<file path="config.mk">
export PLATFORM = sky130hd
export DESIGN_NAME = fp_addsub_pipe
export DESIGN_NICKNAME = d
export VERILOG_FILES = /design/src/rtl/fp_pkg.sv /design/src/rtl/fp_lzc.sv /design/src/rtl/fp_addsub_pipe.sv
export SDC_FILE = /design/constraint.sdc
export NUM_CORES = 1
export LEC_CHECK = 0
export CELL_PAD_IN_SITES_DETAIL_PLACEMENT = 1
export CELL_PAD_IN_SITES_GLOBAL_PLACEMENT = 2
export CORE_UTILIZATION = 36
export CTS_BUF_LIST = sky130_fd_sc_hd__clkbuf_16
export CTS_CLUSTER_DIAMETER = 60
export DETAILED_ROUTE_END_ITERATION = 8
export PLACE_DENSITY = 0.87
export SLEW_MARGIN = 10
export SYNTH_ARGS = -nofsm -noshare
export SYNTH_HDL_FRONTEND = slang
export SYNTH_SLANG_ARGS = --single-unit
</file>
<file path="constraint.sdc">
create_clock -name clk_i -period 6.4 [get_ports clk_i]
set_clock_uncertainty 0.1 [all_clocks]
set_input_delay 1.28 -clock clk_i [delete_from_list [all_inputs] [get_ports clk_i]]
set_output_delay 1.28 -clock clk_i [all_outputs]
set_load 0.03 [all_outputs]
</file>
<file path="src/rtl/fp_pkg.sv">
// Shared types and helpers for the pipelined floating-point add/subtract block.
package fp_pkg;

    localparam int MAX_FW = 64;

    typedef struct packed {
        logic ovf;
        logic unf;
        logic inx;
        logic inv;
    } fp_flags_t;

    typedef enum logic [1:0] {
        SP_NONE = 2'd0,
        SP_NAN  = 2'd1,
        SP_INF  = 2'd2,
        SP_ZERO = 2'd3
    } sp_kind_e;

    // Canonical quiet NaN {0, all-ones exponent, mantissa MSB set} for any format up to MAX_FW bits.
    function automatic logic [MAX_FW-1:0] fp_qnan(input int exp_w, input int man_w);
        logic [MAX_FW-1:0] v;
        v = '0;
        for (int i = 0; i < exp_w; i++) begin
            v[man_w+i] = 1'b1;
        end
        v[man_w-1] = 1'b1;
        return v;
    endfunction

endpackage

</file>
<file path="src/rtl/fp_lzc.sv">
// Parametric combinational leading-zero counter; an all-zero input reports WIDTH.
module fp_lzc #(
    parameter int WIDTH = 27,
    parameter int CW    = $clog2(WIDTH + 1)
) (
    input  logic [WIDTH-1:0] data_i,
    output logic [CW-1:0]    count_o
);

    logic [CW-1:0] cnt_s;

    // Scan upward so the highest set bit is the one that sticks.
    always_comb begin
        cnt_s = CW'(WIDTH);
        for (int i = 0; i < WIDTH; i++) begin
            cnt_s = data_i[i] ? CW'(WIDTH - 1 - i) : cnt_s;
        end
        count_o = cnt_s;
    end

endmodule

</file>
<file path="src/rtl/fp_addsub_pipe.sv">
// Three-stage floating-point adder/subtractor: align, add, normalise/round/pack,
// with valid/ready flow control, flush-to-zero and round-to-nearest-even.
module fp_addsub_pipe
    import fp_pkg::*;
#(
    parameter int EXP_W = 8,
    parameter int MAN_W = 23,
    parameter int TAG_W = 4
) (
    input  logic                     clk_i,
    input  logic                     rst_ni,
    input  logic                     in_valid_i,
    output logic                     in_ready_o,
    input  logic [EXP_W+MAN_W:0]     a_i,
    input  logic [EXP_W+MAN_W:0]     b_i,
    input  logic                     op_i,
    input  logic [TAG_W-1:0]         in_tag_i,
    output logic                     out_valid_o,
    input  logic                     out_ready_i,
    output logic [EXP_W+MAN_W:0]     r_o,
    output logic [TAG_W-1:0]         out_tag_o,
    output logic                     overflow_o,
    output logic                     underflow_o,
    output logic                     inexact_o,
    output logic                     invalid_o
);

    localparam int FW  = 1 + EXP_W + MAN_W;
    localparam int W   = MAN_W + 4;
    localparam int LZW = $clog2(W + 1);
    localparam int EW  = EXP_W + LZW + 2;
    localparam logic [MAX_FW-1:0]    QNAN_FULL = fp_qnan(EXP_W, MAN_W);
    localparam logic [FW-1:0]        QNAN      = QNAN_FULL[FW-1:0];
    localparam logic signed [EW-1:0] E_ALL1    = EW'((1 << EXP_W) - 1);
    localparam logic signed [EW-1:0] E_ONE     = EW'(1);
    localparam logic signed [EW-1:0] E_ZERO    = EW'(0);

    typedef struct packed {
        logic             sign;
        logic [EXP_W-1:0] exp;
        logic [MAN_W:0]   man_ext;
        logic             is_nan;
        logic             is_inf;
        logic             is_zero;
    } fp_unpacked_t;

    // Denormals flush to zero on entry, so a zero exponent always means zero.
    function automatic fp_unpacked_t unpack(input logic [FW-1:0] x);
        fp_unpacked_t u;
        u.sign    = x[FW-1];
        u.exp     = x[FW-2:MAN_W];
        u.is_zero = (u.exp == '0);
        u.is_inf  = (u.exp == '1) && (x[MAN_W-1:0] == '0);
        u.is_nan  = (u.exp == '1) && (x[MAN_W-1:0] != '0);
        u.man_ext = u.is_zero ? '0 : {1'b1, x[MAN_W-1:0]};
        return u;
    endfunction

    logic load1_s, load2_s, load3_s;

    logic             s1_v_q, s1_sign_q, s1_sub_q;
    logic [TAG_W-1:0] s1_tag_q;
    sp_kind_e         s1_kind_q;
    logic [EXP_W-1:0] s1_exp_q;
    logic [W-1:0]     s1_mx_q, s1_my_q;

    logic             s2_v_q, s2_sign_q;
    logic [TAG_W-1:0] s2_tag_q;
    sp_kind_e         s2_kind_q;
    logic [EXP_W-1:0] s2_exp_q;
    logic [W:0]       s2_sum_q;

    logic             out_valid_q;
    logic [FW-1:0]    r_q;
    logic [TAG_W-1:0] tag_q;
    fp_flags_t        flags_q;

    assign load3_s    = !out_valid_q || out_ready_i;
    assign load2_s    = !s2_v_q || load3_s;
    assign load1_s    = !s1_v_q || load2_s;
    assign in_ready_o = load1_s;

    // ---------------- S1: classify, swap, align ----------------
    fp_unpacked_t     ua_s, ub_s;
    logic             a_ge_b_s, eff_sub_s, x_sign_s, y_lost_s;
    logic [EXP_W-1:0] x_exp_s, y_exp_s, shift_s;
    logic [MAN_W:0]   x_man_s, y_man_s;
    logic [W-1:0]     y_full_s, y_shr_s;
    logic [W-1:0]     s1_mx_d, s1_my_d;
    sp_kind_e         s1_kind_d;
    logic             s1_sign_d;

    // Operand swap and right alignment of the smaller magnitude, keeping G/R/sticky.
    always_comb begin
        ua_s      = unpack(a_i);
        ub_s      = unpack(b_i);
        ub_s.sign = b_i[FW-1] ^ op_i;
        eff_sub_s = ua_s.sign ^ ub_s.sign;
        a_ge_b_s  = {ua_s.exp, ua_s.man_ext} >= {ub_s.exp, ub_s.man_ext};
        if (a_ge_b_s) begin
            x_sign_s = ua_s.sign;
            x_exp_s  = ua_s.exp;
            x_man_s  = ua_s.man_ext;
            y_exp_s  = ub_s.exp;
            y_man_s  = ub_s.man_ext;
        end else begin
            x_sign_s = ub_s.sign;
            x_exp_s  = ub_s.exp;
            x_man_s  = ub_s.man_ext;
            y_exp_s  = ua_s.exp;
            y_man_s  = ua_s.man_ext;
        end
        shift_s  = x_exp_s - y_exp_s;
        y_full_s = {y_man_s, 3'b000};
        y_shr_s  = y_full_s >> shift_s;
        y_lost_s = |(y_full_s & ~({W{1'b1}} << shift_s));
        s1_mx_d  = {x_man_s, 3'b000};
        s1_my_d  = {y_shr_s[W-1:1], y_shr_s[0] | y_lost_s};

        if (ua_s.is_nan || ub_s.is_nan) begin
            s1_kind_d = SP_NAN;
            s1_sign_d = 1'b0;
        end else if (ua_s.is_inf && ub_s.is_inf) begin
            s1_kind_d = eff_sub_s ? SP_NAN : SP_INF;
            s1_sign_d = ua_s.sign;
        end else if (ua_s.is_inf) begin
            s1_kind_d = SP_INF;
            s1_sign_d = ua_s.sign;
        end else if (ub_s.is_inf) begin
            s1_kind_d = SP_INF;
            s1_sign_d = ub_s.sign;
        end else if (ua_s.is_zero && ub_s.is_zero) begin
            s1_kind_d = SP_ZERO;
            s1_sign_d = ua_s.sign & ub_s.sign;
        end else begin
            s1_kind_d = SP_NONE;
            s1_sign_d = x_sign_s;
        end
    end

    // S1 pipeline register.
    always_ff @(posedge clk_i or negedge rst_ni) begin
        if (!rst_ni) begin
            s1_v_q    <= 1'b0;
            s1_tag_q  <= '0;
            s1_kind_q <= SP_NONE;
            s1_sign_q <= 1'b0;
            s1_sub_q  <= 1'b0;
            s1_exp_q  <= '0;
            s1_mx_q   <= '0;
            s1_my_q   <= '0;
        end else if (load1_s) begin
            s1_v_q    <= in_valid_i;
            s1_tag_q  <= in_tag_i;
            s1_kind_q <= s1_kind_d;
            s1_sign_q <= s1_sign_d;
            s1_sub_q  <= eff_sub_s;
            s1_exp_q  <= x_exp_s;
            s1_mx_q   <= s1_mx_d;
            s1_my_q   <= s1_my_d;
        end
    end

    // ---------------- S2: magnitude add/subtract ----------------
    logic [W:0] s2_sum_d;

    // |X| >= |Y| after the swap, so the difference never goes negative.
    always_comb begin
        if (s1_sub_q) begin
            s2_sum_d = {1'b0, s1_mx_q} - {1'b0, s1_my_q};
        end else begin
            s2_sum_d = {1'b0, s1_mx_q} + {1'b0, s1_my_q};
        end
    end

    // S2 pipeline register.
    always_ff @(posedge clk_i or negedge rst_ni) begin
        if (!rst_ni) begin
            s2_v_q    <= 1'b0;
            s2_tag_q  <= '0;
            s2_kind_q <= SP_NONE;
            s2_sign_q <= 1'b0;
            s2_exp_q  <= '0;
            s2_sum_q  <= '0;
        end else if (load2_s) begin
            s2_v_q    <= s1_v_q;
            s2_tag_q  <= s1_tag_q;
            s2_kind_q <= s1_kind_q;
            s2_sign_q <= s1_sign_q;
            s2_exp_q  <= s1_exp_q;
            s2_sum_q  <= s2_sum_d;
        end
    end

    // ---------------- S3: normalise, round, pack ----------------
    logic [LZW-1:0]         lz_s;
    logic [W-1:0]           norm_s;
    logic signed [EW-1:0]   exp_ext_s, lz_ext_s, e_norm_s, e_fin_s;
    logic                   round_up_s, inx_s;
    logic [MAN_W+1:0]       mant_r_s;
    logic [MAN_W-1:0]       man_fin_s;
    logic [FW-1:0]          res_d;
    fp_flags_t              flags_d;

    fp_lzc #(.WIDTH(W), .CW(LZW)) u_lzc (
        .data_i  (s2_sum_q[W-1:0]),
        .count_o (lz_s)
    );

    // Normalisation, RNE on guard/round/sticky, then range checks and special forwarding.
    always_comb begin
        exp_ext_s = $signed({{(EW-EXP_W){1'b0}}, s2_exp_q});
        lz_ext_s  = $signed({{(EW-LZW){1'b0}}, lz_s});
        if (s2_sum_q[W]) begin
            norm_s   = {s2_sum_q[W:2], s2_sum_q[1] | s2_sum_q[0]};
            e_norm_s = exp_ext_s + E_ONE;
        end else begin
            norm_s   = s2_sum_q[W-1:0] << lz_s;
            e_norm_s = exp_ext_s - lz_ext_s;
        end
        round_up_s = norm_s[2] & (norm_s[1] | norm_s[0] | norm_s[3]);
        inx_s      = |norm_s[2:0];
        mant_r_s   = {1'b0, norm_s[W-1:3]} + {{(MAN_W+1){1'b0}}, round_up_s};
        if (mant_r_s[MAN_W+1]) begin
            e_fin_s   = e_norm_s + E_ONE;
            man_fin_s = mant_r_s[MAN_W:1];
        end else begin
            e_fin_s   = e_norm_s;
            man_fin_s = mant_r_s[MAN_W-1:0];
        end

        res_d   = '0;
        flags_d = '0;
        case (s2_kind_q)
            SP_NAN: begin
                res_d       = QNAN;
                flags_d.inv = 1'b1;
            end
            SP_INF: begin
                res_d = {s2_sign_q, {EXP_W{1'b1}}, {MAN_W{1'b0}}};
            end
            SP_ZERO: begin
                res_d = {s2_sign_q, {(FW-1){1'b0}}};
            end
            SP_NONE: begin
                if (s2_sum_q == '0) begin
                    res_d = '0;
                end else if (e_fin_s >= E_ALL1) begin
                    res_d       = {s2_sign_q, {EXP_W{1'b1}}, {MAN_W{1'b0}}};
                    flags_d.ovf = 1'b1;
                    flags_d.inx = 1'b1;
                end else if (e_fin_s <= E_ZERO) begin
                    res_d       = {s2_sign_q, {(FW-1){1'b0}}};
                    flags_d.unf = 1'b1;
                    flags_d.inx = 1'b1;
                end else begin
                    res_d       = {s2_sign_q, e_fin_s[EXP_W-1:0], man_fin_s};
                    flags_d.inx = inx_s;
                end
            end
            default: begin
                res_d = '0;
            end
        endcase
    end

    // Output register; contents only change when the consumer can take a new result.
    always_ff @(posedge clk_i or negedge rst_ni) begin
        if (!rst_ni) begin
            out_valid_q <= 1'b0;
            r_q         <= '0;
            tag_q       <= '0;
            flags_q     <= '0;
        end else if (load3_s) begin
            out_valid_q <= s2_v_q;
            if (s2_v_q) begin
                r_q     <= res_d;
                tag_q   <= s2_tag_q;
                flags_q <= flags_d;
            end
        end
    end

    assign out_valid_o = out_valid_q;
    assign r_o         = r_q;
    assign out_tag_o   = tag_q;
    assign overflow_o  = flags_q.ovf;
    assign underflow_o = flags_q.unf;
    assign inexact_o   = flags_q.inx;
    assign invalid_o   = flags_q.inv;

endmodule
</file>
==> results of run 1 <==
repair_timing:
action | CTS | global route
endpoints found under the hold margin | 0 | 0
pin swaps | 0 | 18
endpoints found under the setup margin | 21 | 51
gates cloned | 0 | 3
resized for setup | 8 | 72
buffers inserted | 0 | 6
critical path, delay by kind of cell:
family          cells  cell delay (ps)
compound gates     12             2140
buf+inv             7             1290
simple gates        7             1170
fa+ha+maj           2              440
xor+xnor            1              150
synthesized netlist by cell type, types with 14 or more instances:
| library cell | n | area share |
|---|---|---|
| o221ai_1 | 16 | 0.0087 |
| and3_1 | 17 | 0.0066 |
| mux2i_1 | 65 | 0.041 |
| inv_1 | 112 | 0.026 |
| xor2_1 | 27 | 0.015 |
| a32o_1 | 15 | 0.0094 |
| nor3_1 | 49 | 0.015 |
| o31ai_1 | 19 | 0.0089 |
| mux2_2 | 22 | 0.015 |
| nor4_1 | 33 | 0.013 |
| ha_1 | 93 | 0.073 |
| a21o_1 | 19 | 0.0089 |
| nand2b_1 | 27 | 0.011 |
| o21ai_0 | 154 | 0.048 |
| xnor2_1 | 41 | 0.022 |
| nand4_1 | 23 | 0.0090 |
| o22ai_1 | 22 | 0.0086 |
| a31oi_1 | 33 | 0.013 |
| o211ai_1 | 36 | 0.017 |
| or3_1 | 16 | 0.0062 |
| o21a_1 | 19 | 0.0089 |
| a211oi_1 | 20 | 0.0094 |
| nor2_1 | 201 | 0.047 |
| nor2b_1 | 14 | 0.0055 |
| a22o_1 | 19 | 0.010 |
| nand2_1 | 315 | 0.074 |
| nand3_1 | 67 | 0.021 |
| dfrtp_1 | 153 | 0.24 |
| and2_1 | 15 | 0.0058 |
| a22oi_1 | 17 | 0.0080 |
| a221oi_1 | 14 | 0.0076 |
| a21oi_1 | 131 | 0.041 |
| clkbuf_1 | 117 | 0.027 |
layer usage:
layer,vias up,global-route usage,part of all wire
met2,572,0.533,0.49
met5,-,0,0
met3,183,0.0313,0.041
met1,9045,0.369,0.42
li1,8548,-,-
met4,0,0.138,0.044
path summary, 6_finish.rpt:
check                             from          end  slack, ps  cells after the start
max                            b_i[29]   s1_my_q[6]        140                     29
min                        s1_tag_q[3]  s1_tag_q[3]        370                      2
max reg2reg                s2_sum_q[8]      r_o[28]        230                     18
min reg2reg                s1_tag_q[3]  s1_tag_q[3]        370                      2
max in group asynchronous       rst_ni   s1_my_q[0]       4000                      2
min in group asynchronous       rst_ni  s2_sum_q[7]        790                      1
sequential cells by signal (all words and copies together) (netlist names):
name	cells
underflow_o	1
overflow_o	1
s1_mx_q	24
s2_sign_q	1
s2_sum_q	28
s1_v_q	1
s2_v_q	1
out_tag_o	4
s1_my_q	27
s2_kind_q	2
out_valid_o	1
s1_sign_q	1
s1_sub_q	1
inexact_o	1
s1_exp_q	8
s1_tag_q	4
invalid_o	1
s1_kind_q	2
r_o	32
s2_exp_q	8
s2_tag_q	4
metrics by stage:
stage	setup WS, ps	instance area [um2]	hold slack, ps
after floorplan	35.6	16100	325
after global placement	-599	19800	329
after detailed placement	-824	19800	351
after CTS	25.8	20400	368
after global routing	-73.0	20800	403
final	142	20800	368
cell usage in the layout, fill, tap and decap left out, types with 11 or more instances in the layout:
cell type,instances
nand4_1,23
o21ai_0,147
and2_1,14
o221ai_1,16
or3_1,15
or4_1,11
nand3_1,65
o21a_1,19
inv_1,112
a31oi_1,33
a21oi_1,126
dfrtp_1,152
xor2_1,27
o22ai_1,20
clkbuf_16,19
nor4_1,28
ha_1,92
a221oi_1,14
a22oi_1,17
a32o_1,15
nor2_1,196
o211ai_1,36
o31ai_1,19
a22o_1,19
mux2i_1,63
nand2_1,306
nor2b_1,14
buf_4,307
or2_2,12
a21o_1,19
and3_1,16
nor3_1,47
xnor2_1,39
clkdlybuf4s50_1,108
a211oi_1,17
mux2_2,22
nand2b_1,27
final cells by class:
class,instances,share of cell area
Clock buffer,17,0.0205
Clock inverter,15,0.00571
Inverter,117,0.0214
Multi-Input combinational cell,1750,0.553
Sequential cell,153,0.184
Tap cell,585,0.0352
Timing Repair Buffer,436,0.180
cells by family after synthesis:
family	count (synthesis)	share of synthesized area
and+or+nand+nor	829	0.240
AOI/OAI and AO/OA	664	0.280
adders and majority gates	95	0.0750
muxes	93	0.0644
xor gates and xnor gates	68	0.0371
buffers and inverters	262	0.0643
DFF	153	0.239
report_power, final:
part | internal [mW] | total (mW) | switching [mW] | leakage (nW)
registers | 1.22 | 1.56 | 0.334 | 1.89
logic | 2.09 | 5.16 | 3.07 | 6.90
clock network | 0.503 | 0.965 | 0.462 | 0.264
total | 3.81 | 7.68 | 3.87 | 9.06
==> impl_metrics.env, run 1 <==
export IMPL_pin_count=115
export IMPL_postLayoutCoreUtil=0.478
export IMPL_seqCellArea_mm2=0.00383
export IMPL_cts_hold_buf=0
export IMPL_core_mm2=0.0436
export IMPL_post_layout_nonfiller_instances=3073
export IMPL_synth_edf_count=0
export IMPL_hp_class="flop to flop"
export IMPL_clk_latency_ps=470
export IMPL_wl_mm=69.2
export IMPL_worstPathArrival_ps=6480
export IMPL_power_mw=7.68
export IMPL_worst_setup_hold_path_clk_slew_ps=60
export IMPL_syn_nets=2332
export IMPL_seq_area_frac_synth=0.239
export IMPL_crit_type="input port to flop"
export IMPL_placed_cells=3032
export IMPL_dpl_hpwl_mm=54.2
export IMPL_die_h_um=213
export IMPL_initial_core_util=0.368
export IMPL_final_antenna_net_count=0
export IMPL_cts_root_buf="clkbuf_16"
export IMPL_cts_path_max_buffers=2
export IMPL_cts_tree="built"
export IMPL_synth_distinct_cells=91
export IMPL_max_stage_delay_ps=440
export IMPL_slew_headroom=0.201
export IMPL_numPortBuffers=114
export IMPL_netlist_instances=2164
export IMPL_avgViaCountPerCell=5.97
export IMPL_syn2layout_area_growth_pct=29.6
export IMPL_insertedDiodeCount=0
export IMPL_worst_path_max_delay_cell="clkdlybuf4s50_1"
export IMPL_clock_sinks=153
export IMPL_cts_max_level=4
export IMPL_finalCriticalPeriod_ps=6260
export IMPL_rsz0062_at_grt="yes"
export IMPL_grt_pass1_wl_mm=106
export IMPL_synth_cell_area_mm2=0.0160
export IMPL_antenna_found_initial=0
export IMPL_dieWidth_um=213
export IMPL_max_cap_violations=0
export IMPL_cp_max_fo=8
export IMPL_wl_per_cell_um=22.5
export IMPL_fmax_ghz=0.160
export IMPL_grt_pass1_vias=18952
export IMPL_startpoint_type="input port"
export IMPL_grt_max_degree=96
export IMPL_num_vias=18348
export IMPL_setup_violations=0
export IMPL_status="finished, final reports clean"
export IMPL_async_reset_ff_frac=1.00
export IMPL_grt_usage=0.302
export IMPL_p_per_area_mw_per_mm2=369
export IMPL_synth_area_per_cell_um2=7.41
export IMPL_ys_flop_type="dfrtp_1"
export IMPL_drcViolationCount=0
export IMPL_drv_slew=0
export IMPL_period_share=0.978
export IMPL_endpoint_kind="flop"
export IMPL_multiInputGateArea_mm2=0.0115
export IMPL_num_fill_cells=5482
export IMPL_crit_path_frequent_cell="buf_4"
export IMPL_fin_nets=2643
export IMPL_ir_drop_mv=0.178
export IMPL_hold_viol=0
export IMPL_first_iter_violations=1162
export IMPL_overflow=0
export IMPL_rows=76
export IMPL_fin_setup_tns_ps=0
export IMPL_cp_required_ps=6620
export IMPL_synth_seq_cells=153
export IMPL_drive_gt1_frac=0.192
export IMPL_leakagePower_nw=9.06
export IMPL_numCtsBuffers=17
export IMPL_first_pass_iters=5
export IMPL_fp_dieArea_mm2=0.0454
export IMPL_worstMarginPinSlew_ps=1190
export IMPL_ys_warn_count=0
export IMPL_place_congestion=0.985
No activity file was read; power rests on OpenSTA's default activity.
==> run 2: changes to the inputs <==
- GPL_ROUTABILITY_DRIVEN: unset -> 0
- PLACE_DENSITY: 0.87 -> 0.86
- SYNTH_HIERARCHICAL: unset -> 1
==> run 2 against run 1 <==
Compared with the run above:
- highest routed layer unchanged
- first-iteration DRC count down 1.6%
- wire length is 15% lower
- critical endpoint is now s1_my_q[0]
- flip-flop and latch count is the same
- sequential power about the same
- die area fell by 3.8%
- largest power group unchanged
- combinational power shrank 16%
- worst hold slack better by 6.2 ps
- non-clock buffer count shrank 128
- fmax increased by 1.6%
- area after synthesis shrank 3.9%
- final cell count shrank 12%
==> impl_metrics.env, run 2 <==
export IMPL_busiest_layer="met2"
export IMPL_insertedDiodeCount=0
export IMPL_fp_dieArea_mm2=0.0437
export IMPL_yosysTopAreaCellShare=0.248
export IMPL_dpl_hpwl_mm=46.9
export IMPL_rr_worst_depth=23
export IMPL_first_iter_violations=1143
export IMPL_rows=75
export IMPL_syn2layout_area_growth_pct=22.8
export IMPL_fin_nets=2331
export IMPL_synth_top_family_by_area="simple AND/OR/NAND/NOR gates"
export IMPL_syn_nets=2117
export IMPL_synth_seq_cells=153
export IMPL_multiInputGateArea_mm2=0.0108
export IMPL_fin_setup_tns_ps=0
export IMPL_cts_hold_buf=0
export IMPL_cts_max_level=4
export IMPL_ys_warn_count=6
export IMPL_postLayoutCoreUtil=0.449
export IMPL_initial_core_util=0.366
export IMPL_gr_usage_met3=0.0274
export IMPL_core_mm2=0.0421
export IMPL_hold_viol=0
export IMPL_overflow=0
export IMPL_grt_pass1_vias=16814
export IMPL_grt_usage=0.273
export IMPL_seq_area_frac_synth=0.248
export IMPL_p_per_area_mw_per_mm2=365
export IMPL_cts_root_buf="clkbuf_16"
export IMPL_wl_mm=58.9
export IMPL_netlist_instances=1949
export IMPL_worstHoldPathCells=2
export IMPL_dieWidth_um=209
export IMPL_final_common_cell="nand2_1"
export IMPL_synth_xor_area_share=0.0358
export IMPL_wl_per_cell_um=21.7
export IMPL_final_antenna_net_count=0
export IMPL_met2_usage=0.458
export IMPL_synth_mux_area_frac=0.119
export IMPL_pin_count=115
export IMPL_cts_path_max_buffers=2
export IMPL_most_common_layout_cells="305 x nand2_1, 191 x buf_4, 169 x nor2_1, 153 x dfrtp_1, 132 x o21ai_0"
export IMPL_finalCriticalPeriod_ps=6160
export IMPL_fmax_ghz=0.162
export IMPL_slew_headroom=0.137
export IMPL_synth_edf_count=0
export IMPL_grt_max_degree=91
export IMPL_max_cap_violations=0
export IMPL_synth_commonest_cells="305 x nand2_1, 171 x nor2_1, 153 x dfrtp_1, 135 x o21ai_0, 111 x a21oi_1"
export IMPL_worstPathArrival_ps=6400
export IMPL_async_reset_ff_frac=1.00
export IMPL_avgViaCountPerCell=5.92
export IMPL_synth_area_leaders="dfrtp_1 25%, ha_1 7.5%, nand2_1 7.4%"
export IMPL_synth_compound_area_frac=0.229
export IMPL_grt_pass1_wl_mm=94.3
export IMPL_largest_reg_flops=32
export IMPL_synth_cell_area_mm2=0.0154
export IMPL_clk_latency_ps=460
export IMPL_synth_area_per_cell_um2=7.91
export IMPL_num_fill_cells=5084
export IMPL_die_h_um=209
export IMPL_cp_required_ps=6640
export IMPL_status="finished, final reports clean"
export IMPL_drcViolationCount=0
export IMPL_cp_max_fo=24
export IMPL_synth_most_common_cell="nand2_1"
export IMPL_synth_top_area_cell="dfrtp_1"
export IMPL_synth_adder_area_share=0.0780
export IMPL_seqCellArea_mm2=0.00383
export IMPL_crit_type="input port to flop"
export IMPL_ys_flop_type="dfrtp_1"
export IMPL_numPortBuffers=114
export IMPL_startpoint_type="input port"
export IMPL_first_pass_iters=6
export IMPL_setup_violations=0
export IMPL_drv_slew=0
export IMPL_worst_setup_hold_path_clk_slew_ps=70
export IMPL_ir_drop_mv=0.189
export IMPL_cts_tree="built"
export IMPL_num_vias=16062
export IMPL_antenna_found_initial=0
export IMPL_hp_class="flop to flop"
export IMPL_leakagePower_nw=8.25
export IMPL_period_share=0.963
export IMPL_endpoint_kind="flop"
export IMPL_numCtsBuffers=17
export IMPL_clock_sinks=153
export IMPL_grt_use_met1=0.352
export IMPL_drive_gt1_frac=0.153
export IMPL_synthSimpleGateAreaFrac=0.231
export IMPL_synth_distinct_cells=101
export IMPL_worstMarginPinSlew_ps=1280
export IMPL_power_mw=6.91
-- run 2: cell types whose count changed in the layout (fill, tap and decap cells not counted), sizes merged, moves of 18 or more --
cell | before | now
mux4 | 6 | 37
nor2 | 203 | 172
a21oi | 131 | 113
o211ai | 36 | 13
nand3 | 67 | 40
buf | 321 | 195
-- run 2: per-layer routing --
metal  vias to the layer above  routed length, um
li1                       7525                  -
met1                      7934              25900
met2                       478              28100
met3                       125               2390
met4                         0               2390
met5                         -                  0
-- run 2: stage by stage --
| step | hold slack (ps) | cells | worst slack, ps | instance area [um2] |
|---|---|---|---|---|
| after floorplan | 325 | 1949 | 30.3 | 15500 |
| after global placement | 349 | 2682 | -161 | 18300 |
| after detailed placement | 360 | 2682 | -280 | 18300 |
| after CTS | 375 | 2714 | 209 | 18900 |
| after global routing | 403 | 2715 | -12.3 | 18900 |
| final | 374 | 2715 | 240 | 18900 |
-- run 2: critical path, stage by stage --
cell and delay (ps):
clkdlybuf4s50_1 460, nor4_1 300, nand2_1 170, buf_4 220
nand2_1 130, inv_1 80, ha_1 330, a21oi_1 180
o21ai_1 140, a41o_1 250, and4_1 260, buf_4 170
a21oi_4 190, buf_4 310, nor2_1 70, a21oi_1 350
o21ai_0 180, a311oi_1 320, o221ai_1 160, a311oi_1 250
o2111ai_1 160, o41a_1 420
-- run 2: logic make-up after synthesis --
family,after synthesis
AO/OA/AOI/OAI,534
XOR/XNOR,63
adder cells (fa/ha/maj),95
buffers and inverters,220
flip-flops,153
multiplexers,129
AND/OR/NAND/NOR,755
-- run 2: final timing paths --
path,start,endpoint,slack (ps)
max,a_i[30],s1_my_q[0],240
max reg2reg,s2_sum_q[0],r_o[28],350
max in group asynchronous,rst_ni,r_o[10],4020
min,s2_tag_q[1],out_tag_o[1],370
min reg2reg,s2_tag_q[1],out_tag_o[1],370
min in group asynchronous,rst_ni,s2_sum_q[25],790
-- run 2: repair_timing --
action                                  CTS  global route
endpoints found under the hold margin     0             0
buffers inserted                          0             1
endpoints found under the setup margin    0            19
resized for setup                         0            14
-- run 2: area by class of cell --
class,instances,area share
Sequential cell,153,0.202
Clock inverter,15,0.00832
Inverter,107,0.0212
Timing Repair Buffer,308,0.139
Tap cell,539,0.0356
Multi-Input combinational cell,1576,0.571
Clock buffer,17,0.0225
-- run 2: where the power goes --
part	leakage, nW	total [mW]	switching, mW	internal, mW
Sequential	1.89	1.57	0.342	1.23
Combinational	6.07	4.31	2.47	1.84
Clock	0.291	1.03	0.480	0.552
Total	8.25	6.91	3.30	3.62
==> run 3: changes to the inputs <==
- SKIP_LAST_GASP: unset -> 1
==> results of run 3 <==
The final DEF is identical to that of run 2; final timing and power are the same.
